File: src/rtl/mem_port_arbiter.sv
// Shares one byte-addressed memory port between Y86 instruction fetch and data access.
// Define Y86_ARB_RR_EN for round-robin tie-breaking; otherwise data always wins over fetch.
module mem_port_arbiter #(
  parameter int unsigned ADDR_W = 32,
  parameter int unsigned DATA_W = 32,
  parameter int unsigned INST_W = 48
) (
  input  logic              clk,
  input  logic              rst,
  // fetch requester
  input  logic              if_req_i,
  input  logic [ADDR_W-1:0] if_pc_i,
  output logic              if_ack_o,
  output logic [INST_W-1:0] if_inst_o,
  output logic              if_stall_o,
  // data requester
  input  logic              dm_read_i,
  input  logic              dm_write_i,
  input  logic [ADDR_W-1:0] dm_addr_i,
  input  logic [DATA_W-1:0] dm_wdata_i,
  output logic              dm_ack_o,
  output logic [DATA_W-1:0] dm_rdata_o,
  output logic              dm_stall_o,
  // memory port
  output logic              mem_req_o,
  output logic              mem_we_o,
  output logic [ADDR_W-1:0] mem_addr_o,
  output logic [DATA_W-1:0] mem_wdata_o,
  input  logic [DATA_W-1:0] mem_rdata_i,
  input  logic              mem_ack_i
);

  typedef enum logic [2:0] {
    StIdle,
    StFetch0,
    StFetch1,
    StData,
    StDone
  } state_e;

  state_e              state_q, state_d;
  logic                owner_data_q;  // 1: data stage owns the current sequence
  logic [ADDR_W-1:0]   pc_q;
  logic [ADDR_W-1:0]   addr_q;
  logic [DATA_W-1:0]   wdata_q;
  logic                we_q;
  logic [DATA_W-1:0]   beat0_q;
  logic [INST_W-1:0]   inst_q;
  logic [DATA_W-1:0]   rdata_q;

  logic data_pend;
  logic fetch_pend;
  logic grant_data;
  logic grant_fetch;

  assign data_pend  = dm_read_i | dm_write_i;
  assign fetch_pend = if_req_i;

`ifdef Y86_ARB_RR_EN
  logic last_data_q;  // reset to "fetch" so data wins the first tie

  assign grant_data = data_pend & (~fetch_pend | ~last_data_q);

  always_ff @(posedge clk or posedge rst) begin
    if (rst) begin
      last_data_q <= 1'b0;
    end else if (state_q == StIdle && (grant_data || grant_fetch)) begin
      last_data_q <= grant_data;
    end
  end
`else
  assign grant_data = data_pend;
`endif

  assign grant_fetch = fetch_pend & ~grant_data;

  always_comb begin
    state_d = state_q;
    case (state_q)
      StIdle: begin
        if (grant_data) begin
          state_d = StData;
        end else if (grant_fetch) begin
          state_d = StFetch0;
        end
      end
      StFetch0: if (mem_ack_i) state_d = StFetch1;
      StFetch1: if (mem_ack_i) state_d = StDone;
      StData:   if (mem_ack_i) state_d = StDone;
      StDone:   state_d = StIdle;
      default:  state_d = StIdle;
    endcase
  end

  always_ff @(posedge clk or posedge rst) begin
    if (rst) begin
      state_q <= StIdle;
    end else begin
      state_q <= state_d;
    end
  end

  // Request capture: the memory side only ever sees these latched copies.
  always_ff @(posedge clk or posedge rst) begin
    if (rst) begin
      owner_data_q <= 1'b0;
      pc_q         <= '0;
      addr_q       <= '0;
      wdata_q      <= '0;
      we_q         <= 1'b0;
    end else if (state_q == StIdle) begin
      if (grant_data) begin
        owner_data_q <= 1'b1;
        addr_q       <= dm_addr_i;
        wdata_q      <= dm_wdata_i;
        we_q         <= dm_write_i;
      end else if (grant_fetch) begin
        owner_data_q <= 1'b0;
        pc_q         <= if_pc_i;
      end
    end
  end

  always_ff @(posedge clk or posedge rst) begin
    if (rst) begin
      beat0_q <= '0;
      inst_q  <= '0;
      rdata_q <= '0;
    end else if (mem_ack_i) begin
      case (state_q)
        StFetch0: beat0_q <= mem_rdata_i;
        // Byte at pc lands in the top byte; pc+5 in the bottom byte.
        StFetch1: inst_q <= {beat0_q[7:0], beat0_q[15:8], beat0_q[23:16], beat0_q[31:24],
                             mem_rdata_i[7:0], mem_rdata_i[15:8]};
        StData:   if (!we_q) rdata_q <= mem_rdata_i;
        default: ;
      endcase
    end
  end

  always_comb begin
    mem_req_o   = 1'b0;
    mem_we_o    = 1'b0;
    mem_addr_o  = '0;
    mem_wdata_o = '0;
    case (state_q)
      StFetch0: begin
        mem_req_o  = 1'b1;
        mem_addr_o = pc_q;
      end
      StFetch1: begin
        mem_req_o  = 1'b1;
        mem_addr_o = pc_q + ADDR_W'(4);
      end
      StData: begin
        mem_req_o   = 1'b1;
        mem_we_o    = we_q;
        mem_addr_o  = addr_q;
        mem_wdata_o = wdata_q;
      end
      default: ;
    endcase
  end

  assign if_ack_o   = (state_q == StDone) & ~owner_data_q;
  assign dm_ack_o   = (state_q == StDone) & owner_data_q;
  assign if_inst_o  = inst_q;
  assign dm_rdata_o = rdata_q;
  assign if_stall_o = if_req_i & ~if_ack_o;
  assign dm_stall_o = (dm_read_i | dm_write_i) & ~dm_ack_o;

  ack_exclusive: assert property (@(posedge clk) disable iff (rst) !(if_ack_o && dm_ack_o));

endmodule

File: config.mk
export PLATFORM = sky130hd
export DESIGN_NAME = mem_port_arbiter
export DESIGN_NICKNAME = d
export VERILOG_FILES = /design/src/rtl/mem_port_arbiter.sv
export SDC_FILE = /design/constraint.sdc
export NUM_CORES = 1
export LEC_CHECK = 0
export CAP_MARGIN = 40
export CORE_MARGIN = 1.5
export CORE_UTILIZATION = 47
export DETAILED_ROUTE_END_ITERATION = 8
export GPL_ROUTABILITY_DRIVEN = 0
export PLACE_DENSITY = 0.86
export RECOVER_POWER = 25
export SLEW_MARGIN = 20
export SYNTH_ARGS = -nofsm -noshare
export SYNTH_HDL_FRONTEND = slang
export SYNTH_SLANG_ARGS = --single-unit
File: constraint.sdc
create_clock -name clk -period 9.4 [get_ports clk]
set_input_delay 1.41 -clock clk [delete_from_list [all_inputs] [get_ports clk]]
set_output_delay 1.41 -clock clk [all_outputs]
set_load 0.01 [all_outputs]
==> metrics.csv, run 1 <==
stage;metric;value;unit
outcome;status;finished with violations;
outcome;violations;capacitance limit, slew limit;
worst_hold_path;min_path_type;register to register;
die;die_area;21000;µm²
worst_setup_path;path_cells;dlygate4sd3_1 -> clkinvlp_2 -> clkbuf_1;
power;netSwitchingPower;1480;µW
cts;cts_buffers;24;
die;placementRows;51;
sta;rsz0062_at_grt;no;
synthesis;synth_common_cells;dfrtp_1, mux2_2, and2_1;
cts;cts_max_path_buffers;3;
placement;numPortBuffers;283;
drt;routedWlPerCell;19.0;µm
final_layout;fillCellCount;1417;
sta;fin_setup_tns;0;ns
grt;grt_usage;23.0;%
synthesis;synth_compound_area_share;2.85;%
power;p_leak;0.00551;µW
sta;max_slew_margin;-35.1;%
final_layout;area_delta_synth_final;40.8;%
cts;clk_latency;0.51;ns
worst_setup_path;cp-end-kind;asynchronous set/reset pin;
grt;grt_max_degree;100;
sta;tightest_slew;2.02;ns
die;initial_core_util;48.3;%
synthesis;synth_seq_cells;213;
sta;slew_violations;81;
worst_setup_path;arrival;4.69;ns
sta;fmaxAchievable;0.223;GHz
grt;grt_pass1_wl;38700;µm
synthesis;yosys_warnings;0;
synthesis;synth_mux_area_share;27.9;%
drt;drt-initial-drc-count;255;
power;pwr-share-seq;37.5;%
synthesis;synth.cell_area;9470;µm²
cts;clk_pin_slew_worst_paths;0.06;ns
final_layout;fin_nets;1102;
worst_setup_path;crit_type;input pin to asynchronous set/reset pin;
power;combPwrFrac;43.7;%
synthesis;synth_ff_type;dfrtp_1;
power;switching_share;32.3;%
synthesis;yosysTopAreaCell;dfrtp_1;
sta;min_period;4.48;ns
synthesis;ys_async_sr_fraction;100;%
drt;vias_per_cell;5.27;
cts;cts_hold_buf;0;
die;coreArea;19600;µm²
power;pwr-share-clk;18.8;%
die;fp.dieH;145;µm
worst_setup_path;critPathMaxStageDelay;1.53;ns
drt;first_pass_iters;4;
power;p_int;3100;µW
drt;vias;6587;
synthesis;synth_top_family_by_area;multiplexers;
synthesis;syn_area_per_cell;13.8;µm²
cts;htreeDepth;1;
synthesis;ys_seq_area_share;56.3;%
cts;cts-root-buf;clkbuf_16;
worst_setup_path;critPathMaxFanout;45;
drt;wirelength;23800;µm
synthesis;yosysMostFrequentCell;dfrtp_1;
die;pin_count;284;
cts;cts_resized;0;
placement;dp_hpwl;16900;µm
final_layout;drive_gt1_share;27.4;%
synthesis;synth-adder-area-share;0.132;%
run;drv_cap;2;
synthesis;synth_edf_count;0;
synthesis;synthesis.nets;821;
die;fp.dieW;145;µm
sta;skew;0.00815;ns
power;powerDensity;343;nW/µm²
worst_setup_path;startpoint_type;input pin;
sta;hold_viol;0;
cts;cts_tree;yes;
final_layout;stdcell_area;13300;µm²
placement;placed_area;12600;µm²
worst_hold_path;hp-start;beat0_q[23];
cts;postCtsSetupBuffers;0;
worst_setup_path;required;9.61;ns
grt;grt_pass1_vias;7013;
worst_setup_path;rr_startpoint;state_q[0];
synthesis;ys_types;45;
synthesis;netlist_instances;686;
worst_setup_path;slowest_stage;clkbuf_1;
grt;globalRoute.totalOverflow;0;
power;ir_drop;0.000191;V
grt;grt_antenna_before_repair;1;
worst_setup_path;startpoint;rst;
synthesis;synth_simple_gate_area_share;7.78;%
synthesis;synth_top_area_share;56.3;%
synthesis;yosys-top-cells-area;dfrtp_1, mux2_2, mux2i_1;
drt;drc;0;
sta;final-setup-viol-count;0;
cts;clkSinkCount;213;
drt;drtAntennaViolNets;0;
sta;timing.final.crit_share;47.7;%
synthesis;synth_xor_area_share;2.50;%
## worst max-delay path: cells and delay by family
family,cells,cell delay (ns)
buffers and inverters,3,3.25
## cell families (layout without fill, tap and decap cells)
| kind of cell | count (synthesis) | after routing |
|---|---|---|
| buffers and inverters | 44 | 343 |
| adders and majority gates | 1 | 1 |
| and+or+nand+nor | 122 | 122 |
| muxes | 237 | 237 |
| xor gates and xnor gates | 27 | 27 |
| DFF | 213 | 213 |
| AOI/OAI and AO/OA | 42 | 42 |
| other | 0 | 1 |
## state kept, by name, indices dropped and copies added (netlist names), 3 cells and up
name and cells:
addr_q 32, beat0_q 32, dm_rdata_o 32, if_inst_o 48, pc_q 32, state_q 3
wdata_q 32
## power groups by stage
stage	combinational (µW)	sequential, µW	clock [µW]
detailed placement	1990	1730	0
CTS	2010	1720	886
global placement	1900	1720	0
finish	2000	1720	860
global route	2140	1790	922
floorplan	1080	1690	0
## path summary, 6_finish.rpt
path	end	slack (ns)	cells after the start
max	beat0_q[27]	4.92	3
min	beat0_q[23]	0.48	1
max reg2reg	beat0_q[3]	6.88	5
min reg2reg	beat0_q[23]	0.48	1
max in group clk	mem_wdata_o[8]	4.94	5
min in group asynchronous	dm_rdata_o[28]	1.89	2
## routing by layer
| layer | global-route usage (%) | routed length, µm |
|---|---|---|
| met5 | 0 | 0 |
| met4 | 8.40 | 829 |
| met3 | 4.94 | 1400 |
| met2 | 38.2 | 11500 |
| met1 | 29.5 | 9980 |
## layout by cell type (no fill, tap or decap), types with 12 or more instances in the layout
cell type and n:
nand2_1 16, dfrtp_1 212, nor2_1 19, clkdlybuf4s50_1 280, clkbuf_16 24, mux2i_1 22, xor2_1 18, and2_1 34
mux2_2 209, nand3_1 12, o22ai_1 20
## per-stage QoR
| step | std cells | total power [µW] | hold slack (ns) | setup WS [ns] | util (%) |
|---|---|---|---|---|---|
| global placement | 1199 | 3620 | 0.463 | 4.81 | 63.6 |
| floorplan | 686 | 2770 | 0.452 | 2.17 | - |
| CTS | 1248 | 4610 | 0.487 | 4.92 | 67.9 |
| global route | 1251 | 4850 | 0.510 | 4.25 | 68.1 |
| detailed placement | 1204 | 3720 | 0.474 | 5.25 | 64.1 |
| finish | 1251 | 4580 | 0.480 | 4.92 | 68.1 |
## cell type report
type / count / area [µm²] / share of cell area [%]
timing repair buffer: 295 / 3020 / 22.6
inverter: 4 / 16.3 / 0.122
tap: 265 / 332 / 2.49
clock inverter: 8 / 58.8 / 0.441
multi-input combinational: 429 / 3900 / 29.3
antenna: 1 / 2.50 / 0.0188
sequential: 213 / 5330 / 40.0
clock buffer: 36 / 676 / 5.07
Note: power is estimated with default switching activity, not from simulation.
==> run 2: changes to the inputs <==
==> constraint.sdc (replaced) <==
create_clock -name clk -period 4.3 [get_ports clk]
set_input_delay 0.645 -clock clk [delete_from_list [all_inputs] [get_ports clk]]
set_output_delay 0.645 -clock clk [all_outputs]
set_load 0.01 [all_outputs]
==> run 2 against run 1 <==
  * The run still ends with capacitance limit, slew limit left
  * Global-route usage increased by 0.22 points
  * Critical path depth increased by 3
  * Final area decreased by 0.10%
  * Utilization decreased by 0.070 points
  * Critical path type is now register to output pin
  * Critical endpoint is now mem_addr_o[20]
  * Largest power group unchanged
==> metrics.csv, run 2 (synthesis results as in run 1) <==
stage;metric;value;unit;change
cts;postCtsSetupBuffers;0;;unchanged
final_layout;multiInputGateArea;3890;µm²;was 3900 µm²
final_layout;layout_commonest_cell;clkdlybuf4s50_1;;unchanged
sta;fin_setup_tns;0;ns;unchanged
die;coreArea;19600;µm²;unchanged
placement;dp.cells;1208;;was 1204
drt;vias_per_cell;5.33;;was 5.27
cts;cts_buffers;24;;unchanged
sta;max_slew_margin;-13.1;%;was -35.1%
cts;cts_resized;0;;unchanged
die;fp.dieH;145;µm;unchanged
final_layout;drive_gt1_share;27.8;%;was 27.4%
cts;clk_latency;0.51;ns;about the same
placement;place_ws;1.23;ns;was 5.25 ns
final_layout;finalNonFillerCells;1251;;unchanged
worst_setup_path;cp-end-kind;output pin;;was asynchronous set/reset pin
worst_setup_path;startpoint_type;register;;was input pin
placement;dp_hpwl;17000;µm;was 16900 µm
cts;htreeDepth;1;;unchanged
sta;hold_viol;0;;unchanged
die;fp.dieW;145;µm;unchanged
cts;clk_pin_slew_worst_paths;0.06;ns;about the same
worst_setup_path;r2r_cells;5;;unchanged
placement;numPortBuffers;283;;unchanged
final_layout;largest_reg_flops;48;;unchanged
grt;grt_antenna_before_repair;3;;was 1
worst_setup_path;arrival;2.97;ns;was 4.69 ns
grt;grt_pass1_vias;7137;;was 7013
die;placementRows;51;;unchanged
sta;rsz0062_at_grt;no;;unchanged
power;powerDensity;758;nW/µm²;was 343 nW/µm²
grt;grt_max_degree;97;;was 100
die;initial_core_util;48.3;%;unchanged
outcome;violations;capacitance limit, slew limit;;unchanged
cts;cts_tree;yes;;unchanged
drt;wirelength;24200;µm;was 23800 µm
die;pin_count;284;;unchanged
final_layout;seqCellArea;5330;µm²;unchanged
cts;clkSinkCount;213;;unchanged
drt;vias;6671;;was 6587
worst_hold_path;worstHoldPathCells;1;;unchanged
grt;grt_pass1_wl;39200;µm;was 38700 µm
drt;drc;0;;unchanged
outcome;status;finished with violations;;unchanged
sta;setup_ws;0.686;ns;was 4.92 ns
run;drv_cap;2;;unchanged
sta;skew;0.0167;ns;was 0.00815 ns
worst_setup_path;critPathMaxFanout;11;;was 45
cts;cts_hold_buf;0;;unchanged
power;p_leak;0.00553;µW;was 0.00551 µW
cts;cts-root-buf;clkbuf_16;;unchanged
drt;first_pass_iters;4;;unchanged
drt;routedWlPerCell;19.4;µm;was 19.0 µm
final_layout;fin_nets;1104;;was 1102
sta;min_period;3.61;ns;
sta;timing.final.crit_share;84.1;%;
sta;tightest_slew;1.70;ns;was 2.02 ns
final_layout;final_cell_mix;clkdlybuf4s50_1, dfrtp_1, mux2_2;;unchanged
grt;globalRoute.totalOverflow;0;;unchanged
worst_hold_path;min_path_type;register to register;;unchanged
final_layout;area_delta_synth_final;40.7;%;was 40.8%
power;ir_drop;0.000421;V;was 0.000191 V
cts;cts_max_path_buffers;3;;unchanged
sta;slew_violations;99;;was 81
worst_setup_path;required;3.65;ns;was 9.61 ns
final_layout;fillCellCount;1457;;was 1417
sta;final-setup-viol-count;0;;unchanged
grt;grt_usage;23.2;%;was 23.0%
die;die_area;21000;µm²;unchanged
worst_setup_path;crit_type;register to output pin;;was input pin to asynchronous set/reset pin
drt;drt-initial-drc-count;315;;was 255
drt;drtAntennaViolNets;0;;unchanged
sta;fmaxAchievable;0.277;GHz;
run 2: critical path, cell delays in order, from the launching register on:
cell and delay, ns:
dfrtp_1 0.43, and4_1 0.28, nor3b_2 0.61, nand4_1 0.21
xor2_1 0.18, o22ai_1 0.16, clkdlybuf4s50_1 0.59
run 2: per-stage QoR:
step | hold slack [ns] | util [%] | total power (µW) | area (µm²)
after floorplan | 0.452 | - | 6070 | 9470
after global placement | 0.463 | 64.1 | 7990 | 12600
after detailed placement | 0.470 | 64.1 | 8130 | 12600
after CTS | 0.483 | 68.2 | 10200 | 13400
after global routing | 0.501 | 68.0 | 10700 | 13300
final | 0.481 | 68.0 | 10100 | 13300
run 2: routing by layer:
metal	part of all wire [%]	up-vias	routed length, µm	global-route usage [%]
met3	6.5	57	1580	5.19
met4	3.8	2	926	9.54
met1	42	3351	10100	30.1
met2	48	244	11600	37.7
li1	-	3017	-	-
met5	0.054	-	13	0
run 2: path summary, 6_finish.rpt:
path	from	end	slack [ns]
worst min register to register	beat0_q[26]	beat0_q[26]	0.48
worst max register to register	state_q[1]	addr_q[0]	1.66
worst max-delay path	pc_q[7]	mem_addr_o[20]	0.69
min in group asynchronous	rst	wdata_q[0]	0.79
max in group asynchronous	rst	state_q[1]	1.27
worst min-delay path	beat0_q[26]	beat0_q[26]	0.48
run 2: cell type report:
cell class | count | share of cell area (%)
Antenna cell | 2 | 0.0376
Clock buffer | 35 | 5.42
Clock inverter | 6 | 0.526
Inverter | 4 | 0.122
Multi-Input combinational cell | 429 | 29.2
Sequential cell | 213 | 40.0
Tap cell | 265 | 2.49
Timing Repair Buffer | 297 | 22.2
run 2: report_power, final:
| group | switching (µW) | internal (µW) |
|---|---|---|
| clock | 794 | 1220 |
| combinational | 1800 | 2620 |
| sequential | 650 | 3030 |
| total | 3240 | 6860 |
